==> src/rtl/memory_access_if.sv <==
// Data-memory port of the memory-access stage: 16-bit halfword bus with
// byte enables and separate read/write strobes.
interface memory_access_if;
    logic [31:0] mem_addr_o;
    logic [15:0] mem_wdata_o;
    logic [1:0]  mem_be_o;
    logic        mem_re_o;
    logic        mem_we_o;

    modport master (
        output mem_addr_o, mem_wdata_o, mem_be_o, mem_re_o, mem_we_o
    );

    modport slave (
        input mem_addr_o, mem_wdata_o, mem_be_o, mem_re_o, mem_we_o
    );
endinterface

==> src/rtl/memory_access.sv <==
// Memory-access stage: splits word loads/stores into two halfword beats on a
// 16-bit data-memory port, handles byte/halfword ops and drops misaligned ones.
module memory_access (
    input  logic                   clk_i,
    input  logic                   rst_i,
    input  logic                   ex_valid_i,
    input  logic [31:0]            ex_alu_result_i,
    input  logic [31:0]            ex_store_data_i,
    input  logic                   ex_mem_read_i,
    input  logic                   ex_mem_write_i,
    input  logic [1:0]             ex_size_i,
    input  logic [3:0]             ex_rd_i,
    input  logic                   ex_reg_write_i,
    memory_access_if.master        mem,
    output logic                   stall_o,
    output logic                   wb_valid_o,
    output logic [31:0]            wb_data_calc_o,
    output logic                   wb_mem_to_reg_o,
    output logic                   wb_last_o,
    output logic [3:0]             wb_rd_o,
    output logic                   wb_reg_write_o,
    output logic                   misalign_o
);

    typedef enum logic {
        IDLE,
        HIGH
    } state_t;

    state_t state;

    logic        mem_op;
    logic        is_store;
    logic        is_load;
    logic        is_byte;
    logic        is_word;
    logic        misaligned;
    logic        word_start;
    logic [31:0] addr_c;
    logic [15:0] wdata_c;
    logic [1:0]  be_c;
    logic        re_c;
    logic        we_c;
    logic        stall_c;

    always_comb begin
        mem_op     = ex_valid_i & (ex_mem_read_i | ex_mem_write_i);
        is_store   = ex_mem_write_i;
        is_load    = ex_mem_read_i & ~ex_mem_write_i;
        is_byte    = (ex_size_i == 2'b00);
        is_word    = ex_size_i[1];
        misaligned = mem_op & ~is_byte & ex_alu_result_i[0];
        word_start = (state == IDLE) & mem_op & is_word & ~misaligned;

        addr_c  = '0;
        wdata_c = '0;
        be_c    = '0;
        re_c    = 1'b0;
        we_c    = 1'b0;
        stall_c = 1'b0;

        // Memory port is forced quiet while reset is held, even mid-word.
        if (!rst_i) begin
            if (state == HIGH) begin
                addr_c  = ex_alu_result_i + 32'd2;
                be_c    = 2'b11;
                re_c    = is_load;
                we_c    = is_store;
                wdata_c = is_store ? ex_store_data_i[31:16] : '0;
            end else if (mem_op && !misaligned) begin
                addr_c = ex_alu_result_i;
                re_c   = is_load;
                we_c   = is_store;
                if (is_byte) begin
                    be_c    = ex_alu_result_i[0] ? 2'b10 : 2'b01;
                    wdata_c = is_store ? {2{ex_store_data_i[7:0]}} : '0;
                end else begin
                    be_c    = 2'b11;
                    wdata_c = is_store ? ex_store_data_i[15:0] : '0;
                end
            end
            stall_c = word_start;
        end
    end

    assign mem.mem_addr_o  = addr_c;
    assign mem.mem_wdata_o = wdata_c;
    assign mem.mem_be_o    = be_c;
    assign mem.mem_re_o    = re_c;
    assign mem.mem_we_o    = we_c;
    assign stall_o         = stall_c;

    always_ff @(posedge clk_i or posedge rst_i) begin
        if (rst_i) begin
            state           <= IDLE;
            wb_valid_o      <= 1'b0;
            wb_data_calc_o  <= '0;
            wb_mem_to_reg_o <= 1'b0;
            wb_last_o       <= 1'b0;
            wb_rd_o         <= '0;
            wb_reg_write_o  <= 1'b0;
            misalign_o      <= 1'b0;
        end else begin
            case (state)
                IDLE: begin
                    wb_valid_o     <= ex_valid_i;
                    wb_data_calc_o <= ex_alu_result_i;
                    wb_rd_o        <= ex_rd_i;
                    misalign_o     <= misaligned;
                    if (!ex_valid_i) begin
                        wb_mem_to_reg_o <= 1'b0;
                        wb_last_o       <= 1'b0;
                        wb_reg_write_o  <= 1'b0;
                    end else if (misaligned) begin
                        wb_mem_to_reg_o <= 1'b0;
                        wb_last_o       <= 1'b1;
                        wb_reg_write_o  <= 1'b0;
                    end else if (word_start) begin
                        wb_mem_to_reg_o <= is_load;
                        wb_last_o       <= 1'b0;
                        wb_reg_write_o  <= 1'b0;
                        state           <= HIGH;
                    end else begin
                        wb_mem_to_reg_o <= mem_op & is_load;
                        wb_last_o       <= 1'b1;
                        wb_reg_write_o  <= ex_reg_write_i;
                    end
                end
                HIGH: begin
                    wb_valid_o      <= 1'b1;
                    wb_data_calc_o  <= ex_alu_result_i;
                    wb_rd_o         <= ex_rd_i;
                    wb_mem_to_reg_o <= is_load;
                    wb_last_o       <= 1'b1;
                    wb_reg_write_o  <= ex_reg_write_i;
                    misalign_o      <= 1'b0;
                    state           <= IDLE;
                end
                default: state <= IDLE;
            endcase
        end
    end

endmodule
==> src/flat_wrapper.sv <==
// flat-port wrapper written by rule: the top's interface ports become plain ports
module memory_access_flat 
  (clk_i, rst_i, ex_valid_i, ex_alu_result_i, ex_store_data_i, ex_mem_read_i, ex_mem_write_i, ex_size_i, ex_rd_i, ex_reg_write_i, stall_o, wb_valid_o, wb_data_calc_o, wb_mem_to_reg_o, wb_last_o, wb_rd_o, wb_reg_write_o, misalign_o, mem_mem_addr_o, mem_mem_wdata_o, mem_mem_be_o, mem_mem_re_o, mem_mem_we_o);
  memory_access_if mem_i ();
  input  logic clk_i;
  input  logic rst_i;
  input  logic ex_valid_i;
  input  logic [31:0] ex_alu_result_i;
  input  logic [31:0] ex_store_data_i;
  input  logic ex_mem_read_i;
  input  logic ex_mem_write_i;
  input  logic [1:0] ex_size_i;
  input  logic [3:0] ex_rd_i;
  input  logic ex_reg_write_i;
  output logic stall_o;
  output logic wb_valid_o;
  output logic [31:0] wb_data_calc_o;
  output logic wb_mem_to_reg_o;
  output logic wb_last_o;
  output logic [3:0] wb_rd_o;
  output logic wb_reg_write_o;
  output logic misalign_o;
  output wire logic [$bits(mem_i.mem_addr_o)-1:0] mem_mem_addr_o;
  output wire logic [$bits(mem_i.mem_wdata_o)-1:0] mem_mem_wdata_o;
  output wire logic [$bits(mem_i.mem_be_o)-1:0] mem_mem_be_o;
  output wire logic [$bits(mem_i.mem_re_o)-1:0] mem_mem_re_o;
  output wire logic [$bits(mem_i.mem_we_o)-1:0] mem_mem_we_o;
  assign mem_mem_addr_o = mem_i.mem_addr_o;
  assign mem_mem_wdata_o = mem_i.mem_wdata_o;
  assign mem_mem_be_o = mem_i.mem_be_o;
  assign mem_mem_re_o = mem_i.mem_re_o;
  assign mem_mem_we_o = mem_i.mem_we_o;
  memory_access u_core (.clk_i(clk_i), .rst_i(rst_i), .ex_valid_i(ex_valid_i), .ex_alu_result_i(ex_alu_result_i), .ex_store_data_i(ex_store_data_i), .ex_mem_read_i(ex_mem_read_i), .ex_mem_write_i(ex_mem_write_i), .ex_size_i(ex_size_i), .ex_rd_i(ex_rd_i), .ex_reg_write_i(ex_reg_write_i), .mem(mem_i), .stall_o(stall_o), .wb_valid_o(wb_valid_o), .wb_data_calc_o(wb_data_calc_o), .wb_mem_to_reg_o(wb_mem_to_reg_o), .wb_last_o(wb_last_o), .wb_rd_o(wb_rd_o), .wb_reg_write_o(wb_reg_write_o), .misalign_o(misalign_o));
endmodule
==> config.mk <==
export PLATFORM = sky130hd
export DESIGN_NAME = memory_access_flat
export DESIGN_NICKNAME = d
export VERILOG_FILES = /design/src/rtl/memory_access_if.sv /design/src/rtl/memory_access.sv /design/src/flat_wrapper.sv
export SDC_FILE = /design/constraint.sdc
export NUM_CORES = 1
export LEC_CHECK = 0
export ABC_AREA = 1
export CAP_MARGIN = 20
export CORE_ASPECT_RATIO = 0.9
export CORE_MARGIN = 2
export CORE_UTILIZATION = 35
export CTS_CLUSTER_SIZE = 28
export DETAILED_ROUTE_END_ITERATION = 10
export PLACE_DENSITY_LB_ADDON = 0.25
export SYNTH_ARGS = -nofsm -noshare
export SYNTH_HDL_FRONTEND = slang
export SYNTH_SLANG_ARGS = --single-unit
==> constraint.sdc <==
create_clock -name clk_i -period 2.3 [get_ports clk_i]
set_clock_uncertainty 0.1 [all_clocks]
set_input_delay 0.23 -clock clk_i [delete_from_list [all_inputs] [get_ports clk_i]]
set_output_delay 0.23 -clock clk_i [all_outputs]
set_load 0.02 [all_outputs]
==> metrics, run 1 <==
Critical Path AT=1.87 ns; clock tree buffer depth=2; Leak=2.68 nW; DRC=0; die height=92.2 um; clock root buffer master=clkbuf_8; GPL Wtd Cong=0.847; number of flops mapped to enable cells by yosys=0; critical path type=in2out; drt wl/cell=13.3 um; Max VDD drop=0.250 mV; Yosys top cell by area=dfrtp_1; Gate Count Post-Synth=438; Total Wirelength=10,500 um; hold buffers post-CTS=0; clock period minus worst slack=2.20 ns; r2r worst-path depth=8; ranking of synthesized cells by area=dfrtp_1, nand2_1, nor2_1; DR vias=3,670; maxcap violations=0; IO Count=170; Worst Hold Depth=1; global-route wire length before repair=16,700 um; share of layout cells above drive strength 1=24.6%; Worst EP required=1.97 ns; Syn-to-layout area delta=75.2%; DP HPWL=8410 um; largest net degree at the start of global routing=22; final core occ=62.4%; level count of the clock H-tree=2; vias in the first global route=3,599; Synth top area share=34.8%; Reg2Reg Setup Slack=0.80 ns; Routed Antenna Nets=0; Final Setup Violations=0; fillers=768; Worst Path Max Fanout=18; CTS sink cnt=42; Worst-Margin Slew=0.447 ns; CP Launch Type=primary input; Ys Warns=0; setup tns final=0 ns; drt pass-1 iters=4; RSZ-0062 raised after global routing=no; DIE WIDTH=102 um; clock-pin slew on the worst setup and hold paths=0.09 ns; I/O Buffers=169; DRT iter0 DRCs=103; vias per cell=4.67; die area=0.00940 sq mm; Avg Inst Size Synth=6.90 sq um; Synth Cell Area=0.00302 sq mm; initial antenna violation count=0; final slew viol count=0; Highest Clock Rate=0.454 GHz; TritonCTS buffer count=5; register area share after synthesis=34.8%; storage element area=0.00105 sq mm; global route overflow=0; footprint of the multi-input gates=0.00172 sq mm; Worst Hold Class=in2reg; power density cells=396 mW/mm^2; flops & latches, synth=42; final worst-path cycle share=95.9%; Post-synth ARST share=100%; Unique masters post-synth=34; Antenna Cells=0; FP Rows=32; CTS tree=yes; Design Power=2.10 mW; core area=0.00849 sq mm; Final Hold Viols=0; nets=743; Synth Flop Type=dfrtp_1; Initial Utilization=35.6%; Clock Latency Late Sink=0.31 ns; status=finished clean; slack of the critical path=0.0954 ns; Max-Slew Margin vs Limit=69.9%; CP Capture Type=output port; gr usage total=22.2%; Place WS=-0.358 ns; syn nets=515
-- synth_stat cells, types with 2 or more instances --
cell	instances
nand2_4	3
o21ai_1	7
o21ai_2	2
xor2_1	2
nor3_1	2
nor2_1	56
buf_6	4
clkbuf_1	4
nand2_2	13
dfrtp_1	42
buf_2	2
nand3_2	3
nand2_1	128
nor2_2	7
nor2_8	4
nand4_1	5
nand3_1	39
nor4_1	2
o21a_1	4
o21ai_0	4
inv_2	8
inv_1	49
nor2_4	10
nand2_8	2
a21oi_1	27
-- report_power, final --
part	total [mW]	internal (mW)	switching, mW
Sequential	0.786	0.776	0.0109
Combinational	0.692	0.322	0.370
Clock	0.619	0.326	0.293
-- cell families after synthesis --
logic type      share of synthesized area [%]
fa+ha+maj                               0.414
buf+inv                                  9.85
simple gates                             45.5
flops                                    34.8
xor+xnor                                0.869
compound gates                           8.61
-- what timing repair did --
item / CTS / global route
setup buffers: 0 / 1
gates resized for setup: 79 / 73
pin swaps: 0 / 5
endpoints found under the setup margin: 52 / 33
-- worst max-delay path, cell delays in order --
cell             delay (ns)
clkdlybuf4s50_1        0.55
nor2_4                 0.08
nor2_8                 0.11
nand2_8                0.08
nand2_8                0.14
nand2_2                0.17
nor2_1                 0.17
clkdlybuf4s15_1        0.32
-- cells in the final DEF (no fill, tap or decap), types with 15 or more instances in the layout --
master and count:
buf_4 63, dlygate4sd2_1 25, dfrtp_1 42, nand3_1 39, nand2_1 126, clkbuf_2 21, nor2_1 49, a21oi_1 27
inv_1 48, clkdlybuf4s50_1 105, nand2_2 15, nor2_4 15
-- final timing paths --
path                                         start                         to
worst max-delay path                ex_mem_write_i          mem_mem_addr_o[0]
worst min-delay path            ex_alu_result_i[6]   u_core.wb_data_calc_o[6]
worst max register to register        u_core.state      u_core.wb_reg_write_o
worst min register to register        u_core.state          u_core.misalign_o
max in group asynchronous                    rst_i  u_core.wb_data_calc_o[22]
min in group asynchronous                    rst_i  u_core.wb_data_calc_o[19]
-- layout make-up --
class | instances | share of cell area, %
inverter | 58 | 4.16
clock inverter | 3 | 0.827
clock buffer | 5 | 1.30
timing repair buffer | 232 | 38.5
tap | 119 | 2.81
sequential | 42 | 19.8
multi-input combinational | 327 | 32.5
-- stage by stage --
step | instance area [sq um] | cells | hold slack, ns
after detailed placement | 5280 | 777 | 0.581
after floorplan | 3020 | 438 | 0.161
after global placement | 5280 | 777 | 0.579
after CTS | 5350 | 785 | 0.167
final | 5300 | 786 | 0.0567
after global routing | 5300 | 786 | 0.0523
-- flip-flops by register name (all words and copies together), names as in the netlist --
register / flops
u_core.wb_valid_o: 1
u_core.state: 1
u_core.wb_last_o: 1
u_core.wb_reg_write_o: 1
u_core.wb_data_calc_o: 32
u_core.wb_mem_to_reg_o: 1
u_core.wb_rd_o: 4
u_core.misalign_o: 1
-- routing by layer --
| metal | track usage, % | vias up | share of wire, % |
|---|---|---|---|
| li1 | - | 1827 | - |
| met1 | 27.7 | 1697 | 41 |
| met2 | 38.9 | 134 | 50 |
| met3 | 4.88 | 12 | 7.5 |
| met4 | 5.00 | 0 | 1.3 |
| met5 | 0 | - | 0 |
No activity file was read; power rests on OpenSTA's default activity.
==> inputs of run 2 (changes only) <==
- ABC_CLOCK_PERIOD_IN_PS: default -> 2600
- CORE_UTILIZATION: 35 -> 42
- clock period: 2.3 -> 2.6 ns (I/O delays scaled with it)
==> metrics, run 2 (synthesis results as in run 1) <==
Clock Latency Late Sink=0.29 ns (-0.02 ns); footprint of the multi-input gates=0.00168 sq mm (-2.8%); Reg2Reg Setup Slack=1.11 ns (+0.31 ns); Initial Utilization=43.2% (+7.6 points); status=finished clean; CP Capture Type=output port; Routed Antenna Nets=0 (unchanged); Non-Filler Instances=742 (-5.6%); Worst Path Max Fanout=3 (-15); CP Launch Type=primary input; biggest regs=u_core.wb_data_calc_o x32, u_core.wb_rd_o x4; I/O Buffers=169 (unchanged); RR Startpoint=u_core.state; DRT iter0 DRCs=234 (+130%); critical path type=in2out; Worst-Margin Slew=0.392 ns (-0.0548 ns); gr usage total=26.1% (+3.9 points); hold buffers post-CTS=0 (unchanged); Worst EP required=2.24 ns (+0.27 ns); Max VDD drop=0.215 mV (-14%); CTS sink cnt=42 (unchanged); clock tree buffer depth=2 (unchanged); final instance area=0.00524 sq mm (-1.1%); fillers=552 (-28%); final core occ=74.8% (+12 points); hold_ws=0.287 ns (+0.231 ns); global route overflow=0 (unchanged); Highest Clock Rate=0.397 GHz; setup tns final=0 ns (unchanged); Place WS=-0.133 ns (+0.226 ns); clock period minus worst slack=2.52 ns; IO Count=170 (unchanged); storage element area=0.00105 sq mm (+0.12%); clock root buffer master=clkbuf_8; DR vias=3,725 (+1.5%); drt wl/cell=14.1 um (+6.0%); FP Rows=29 (-9.4%); commonest cells after routing, fill and taps aside=nand2_1, clkdlybuf4s50_1, nor2_1; number of flip-flops in the largest register=32 (unchanged); clock-pin slew on the worst setup and hold paths=0.09 ns (about the same); Critical Path AT=2.16 ns (+0.29 ns); Final Hold Viols=0 (unchanged); DP HPWL=8350 um (-0.71%); r2r worst-path depth=7 (-1); DP Area=0.00511 sq mm (-3.1%); Final Setup Violations=0 (unchanged); postcts setup bufs=0 (unchanged); hold_sp=ex_rd_i[1]; share of layout cells above drive strength 1=16.9% (-7.6 points); Max-Slew Margin vs Limit=73.6% (+3.7 points); Antenna Cells=0 (unchanged); TritonCTS buffer count=5 (unchanged); Worst Hold Depth=1 (unchanged); final slew viol count=0 (unchanged); global-route wire length before repair=16,700 um (+0.41%); level count of the clock H-tree=2 (unchanged); Biggest register=u_core.wb_data_calc_o; commonest non-fill, non-tap cell in the layout=nand2_1; power density cells=329 mW/mm^2 (-17%); nets=726 (-2.3%); die height=84.5 um (-8.3%); GPL Wtd Cong=0.917 (+8.2%); drt pass-1 iters=5 (+1); worst r2r dst=u_core.wb_reg_write_o; die area=0.00789 sq mm (-16%); Worst Hold Class=in2reg; critical path launch point=ex_alu_result_i[1]; Hold EP=u_core.wb_rd_o[1]; slack of the critical path=0.0831 ns (-0.0123 ns); core area=0.00700 sq mm (-17%); DIE WIDTH=93.4 um (-8.4%); Design Power=1.72 mW (-18%); placed insts=735 (-5.4%); CTS tree=yes; Leak=2.92 nW (+8.8%); Syn-to-layout area delta=73.3%; maxcap violations=0 (unchanged); DRC=0 (unchanged); initial antenna violation count=0 (unchanged); largest net degree at the start of global routing=34 (+55%); Total Wirelength=10,500 um (about the same); vias per cell=5.02 (+7.5%); final worst-path cycle share=96.8%; vias in the first global route=3,616 (+0.47%)
==> run 2: changes by cell type in the layout (fill, tap and decap cells not counted), sizes merged <==
cell	change
dlygate4sd2	-5
buf	-24
clkdlybuf4s15	-3
inv	-1
clkdlybuf4s50	+17
dlymetal6s2s	+19
clkbuf	-21
clkinv	+1
bufinv	-1
==> run 2: repair_timing <==
item | in CTS | in global routing
resized for setup | 23 | 28
setup endpoints to repair | 37 | 28
pin swaps | 0 | 0
==> run 2: power by group <==
part           leakage, nW  total [mW]  internal, mW  switching, mW
Clock               0.0438       0.416         0.181          0.235
Sequential           0.495       0.697         0.686         0.0107
Combinational         2.38       0.611         0.289          0.323
Total                 2.92        1.72          1.16          0.569
==> run 2: worst max-delay path by stage <==
stage | end | slack (ns) | cells after the start
6_report | mem_mem_addr_o[5] | 0.08 | 8
5_1_grt | mem_mem_addr_o[23] | -0.001 | 9
4_1_cts | mem_mem_wdata_o[8] | 0.01 | 8
3_5_place_dp | mem_mem_addr_o[29] | -0.13 | 11
3_3_place_gp | mem_mem_addr_o[30] | -0.07 | 10
2_1_floorplan | mem_mem_addr_o[23] | 0.69 | 4
==> run 2: area by class of cell <==
| class | count | area share, % |
|---|---|---|
| repair buffers | 215 | 40.0 |
| inverters | 58 | 4.20 |
| flip-flops and latches | 42 | 20.1 |
| clock inverters | 2 | 0.191 |
| multi-input cells | 327 | 32.0 |
| well taps | 93 | 2.22 |
| clock buffers | 5 | 1.31 |
==> run 2: routing by layer <==
metal	vias up	part of all wire [%]	GRT usage, %
met5	-	0	0
met4	0	2.2	7.89
met3	23	7.9	5.48
met2	160	50	45.7
met1	1741	40	32.1
li1	1801	-	-
==> run 2: worst max-delay path, stage by stage <==
cell,delay [ns]
clkdlybuf4s50_1,0.50
ha_1,0.21
nand2_1,0.12
nor2_4,0.15
buf_4,0.14
xnor2_1,0.05
nor2_1,0.11
clkdlybuf4s50_1,0.61
==> inputs of run 3 (changes only) <==
- GPL_TIMING_DRIVEN: default -> 1
- PLACE_DENSITY: default -> 0.87
- PLACE_DENSITY_LB_ADDON: 0.25 -> default
==> metrics, run 3 (synthesis results as in run 1) <==
final worst-path cycle share=97.1% (+0.26 points); Critical Path AT=2.16 ns (about the same); drt wl/cell=14.2 um (+0.45%); nets=745 (+2.6%); Metal-1 WL=4080 um (-2.1%); power density cells=361 mW/mm^2 (+9.8%); postcts setup bufs=0 (unchanged); share of layout cells above drive strength 1=19.1% (+2.2 points); Antenna Cells=0 (unchanged); CP Capture Type=output port; DIE WIDTH=93.4 um (unchanged); TritonCTS buffer count=5 (unchanged); Worst-Margin Slew=0.392 ns (+0.000286 ns); largest net degree at the start of global routing=23 (-32%); DRT iter0 DRCs=125 (-47%); DP HPWL=8760 um (+4.8%); global route overflow=0 (unchanged); die area=0.00789 sq mm (unchanged); Crit path largest cell delay=0.61 ns (about the same); Top delay family on crit path=buffers and inverters; clock period minus worst slack=2.52 ns (+0.00673 ns); number of flip-flops in the largest register=32 (unchanged); Leak=2.94 nW (+0.60%); die height=84.5 um (unchanged); clock tree buffer depth=2 (unchanged); clock root buffer master=clkbuf_8; gr usage total=27.7% (+1.6 points); IO Count=170 (unchanged); met3 WL post-DR=983 um (+19%); Biggest register=u_core.wb_data_calc_o; GPL Wtd Cong=0.888 (-3.2%); I/O Buffers=169 (unchanged); vias in the first global route=3,908 (+8.1%); footprint of the multi-input gates=0.00167 sq mm (-0.15%); Max-Slew Margin vs Limit=73.6% (about the same); storage element area=0.00105 sq mm (-0.12%); Final Setup Violations=0 (unchanged); slack of the critical path=0.0764 ns (-0.00673 ns); Design Power=1.97 mW (+14%); global-route wire length before repair=17,500 um (+4.3%); cells along the critical path=clkdlybuf4s50_1, nor2_4, nor2_8, nand2_8, nor2_8, nand3_1, a21oi_1, clkdlybuf4s50_1; clock-pin slew on the worst setup and hold paths=0.08 ns (about the same); Final Hold Viols=0 (unchanged); CP bufs+invs=2 (-1); maxcap violations=0 (unchanged); setup tns final=0 ns (unchanged); critical path type=in2out; vias per cell=4.95 (-1.4%); Worst Path Max Fanout=15 (+12); r2r worst-path depth=8 (+1); drt pass-1 iters=5 (unchanged); met2 WL=5450 um (+4.1%); Crit. path cell count=8 (unchanged); CP Launch Type=primary input; biggest regs=u_core.wb_data_calc_o x32, u_core.wb_rd_o x4; Clock Latency Late Sink=0.29 ns (about the same); Worst EP required=2.24 ns (about the same); FP Rows=29 (unchanged); level count of the clock H-tree=2 (unchanged); commonest non-fill, non-tap cell in the layout=nand2_1; Max VDD drop=0.307 mV (+43%); commonest cells after routing, fill and taps aside=nand2_1, clkdlybuf4s50_1, buf_4; core area=0.00700 sq mm (unchanged); CTS tree=yes; DRC=0 (unchanged); Worst Hold Class=in2reg; Worst Hold Depth=1 (unchanged); Place WS=-0.131 ns (+0.00135 ns); Syn-to-layout area delta=80.6%; Initial Utilization=43.2% (unchanged); status=finished clean; fillers=485 (-12%); Top Metal Used=met4; Total Wirelength=10,800 um (+3.2%); CTS sink cnt=42 (unchanged); Routed Antenna Nets=0 (unchanged); Highest Clock Rate=0.396 GHz (-0.27%); CP max-delay cell=clkdlybuf4s50_1; DR vias=3,772 (+1.3%); initial antenna violation count=0 (unchanged); final slew viol count=0 (unchanged)
-- run 3: cell types whose count changed in the layout (fill, tap and decap cells not counted), moves of 2 or more --
cell,previous run,this run
buf_12,1,4
buf_4,44,60
bufinv_16,0,2
clkdlybuf4s50_1,122,127
clkinv_2,2,0
dlymetal6s2s_1,26,19
-- run 3: power breakdown --
part / internal (mW) / leakage [nW] / switching (mW) / total [mW]
sequential: 0.686 / 0.496 / 0.0105 / 0.697
clock: 0.410 / 0.0714 / 0.226 / 0.636
combinational: 0.312 / 2.37 / 0.329 / 0.641
-- run 3: timing repair --
| action | in CTS | in global routing |
|---|---|---|
| pin swaps | 0 | 0 |
| hold buffers | 0 | 0 |
| cloned | 0 | 0 |
| resized for setup | 23 | 22 |
| endpoints found under the setup margin | 23 | 20 |
-- run 3: final timing paths --
check / from / end / slack [ns]
max in group asynchronous: rst_i / u_core.wb_data_calc_o[17] / 1.67
min: ex_rd_i[3] / u_core.wb_rd_o[3] / 0.31
min in group asynchronous: rst_i / u_core.wb_data_calc_o[28] / 0.40
min reg2reg: u_core.state / u_core.misalign_o / 0.53
max reg2reg: u_core.state / u_core.wb_reg_write_o / 1.04
max: ex_mem_write_i / mem_mem_wdata_o[2] / 0.08
-- run 3: layer usage --
metal / global-route usage, % / vias to the layer above
li1: - / 1833
met1: 30.4 / 1697
met2: 50.9 / 213
met3: 7.36 / 29
met4: 9.63 / 0
met5: 0 / -
-- run 3: layout make-up --
| class | instances | area share, % |
|---|---|---|
| inverter | 58 | 4.03 |
| tap | 93 | 2.13 |
| sequential | 42 | 19.3 |
| multi-input combinational | 327 | 30.7 |
| clock buffer | 6 | 1.51 |
| clock inverter | 2 | 1.10 |
| timing repair buffer | 234 | 41.3 |
-- run 3: stage by stage --
stage | cell area, sq um | hold WS, ns | util, % | cells
detailed placement | 5290 | 0.519 | 75.6 | 754
CTS | 5410 | 0.302 | 77.2 | 762
finish | 5460 | 0.307 | 78.0 | 762
global route | 5460 | 0.288 | 78.0 | 762
global placement | 5290 | 0.506 | 75.6 | 754
floorplan | 3020 | 0.191 | - | 438
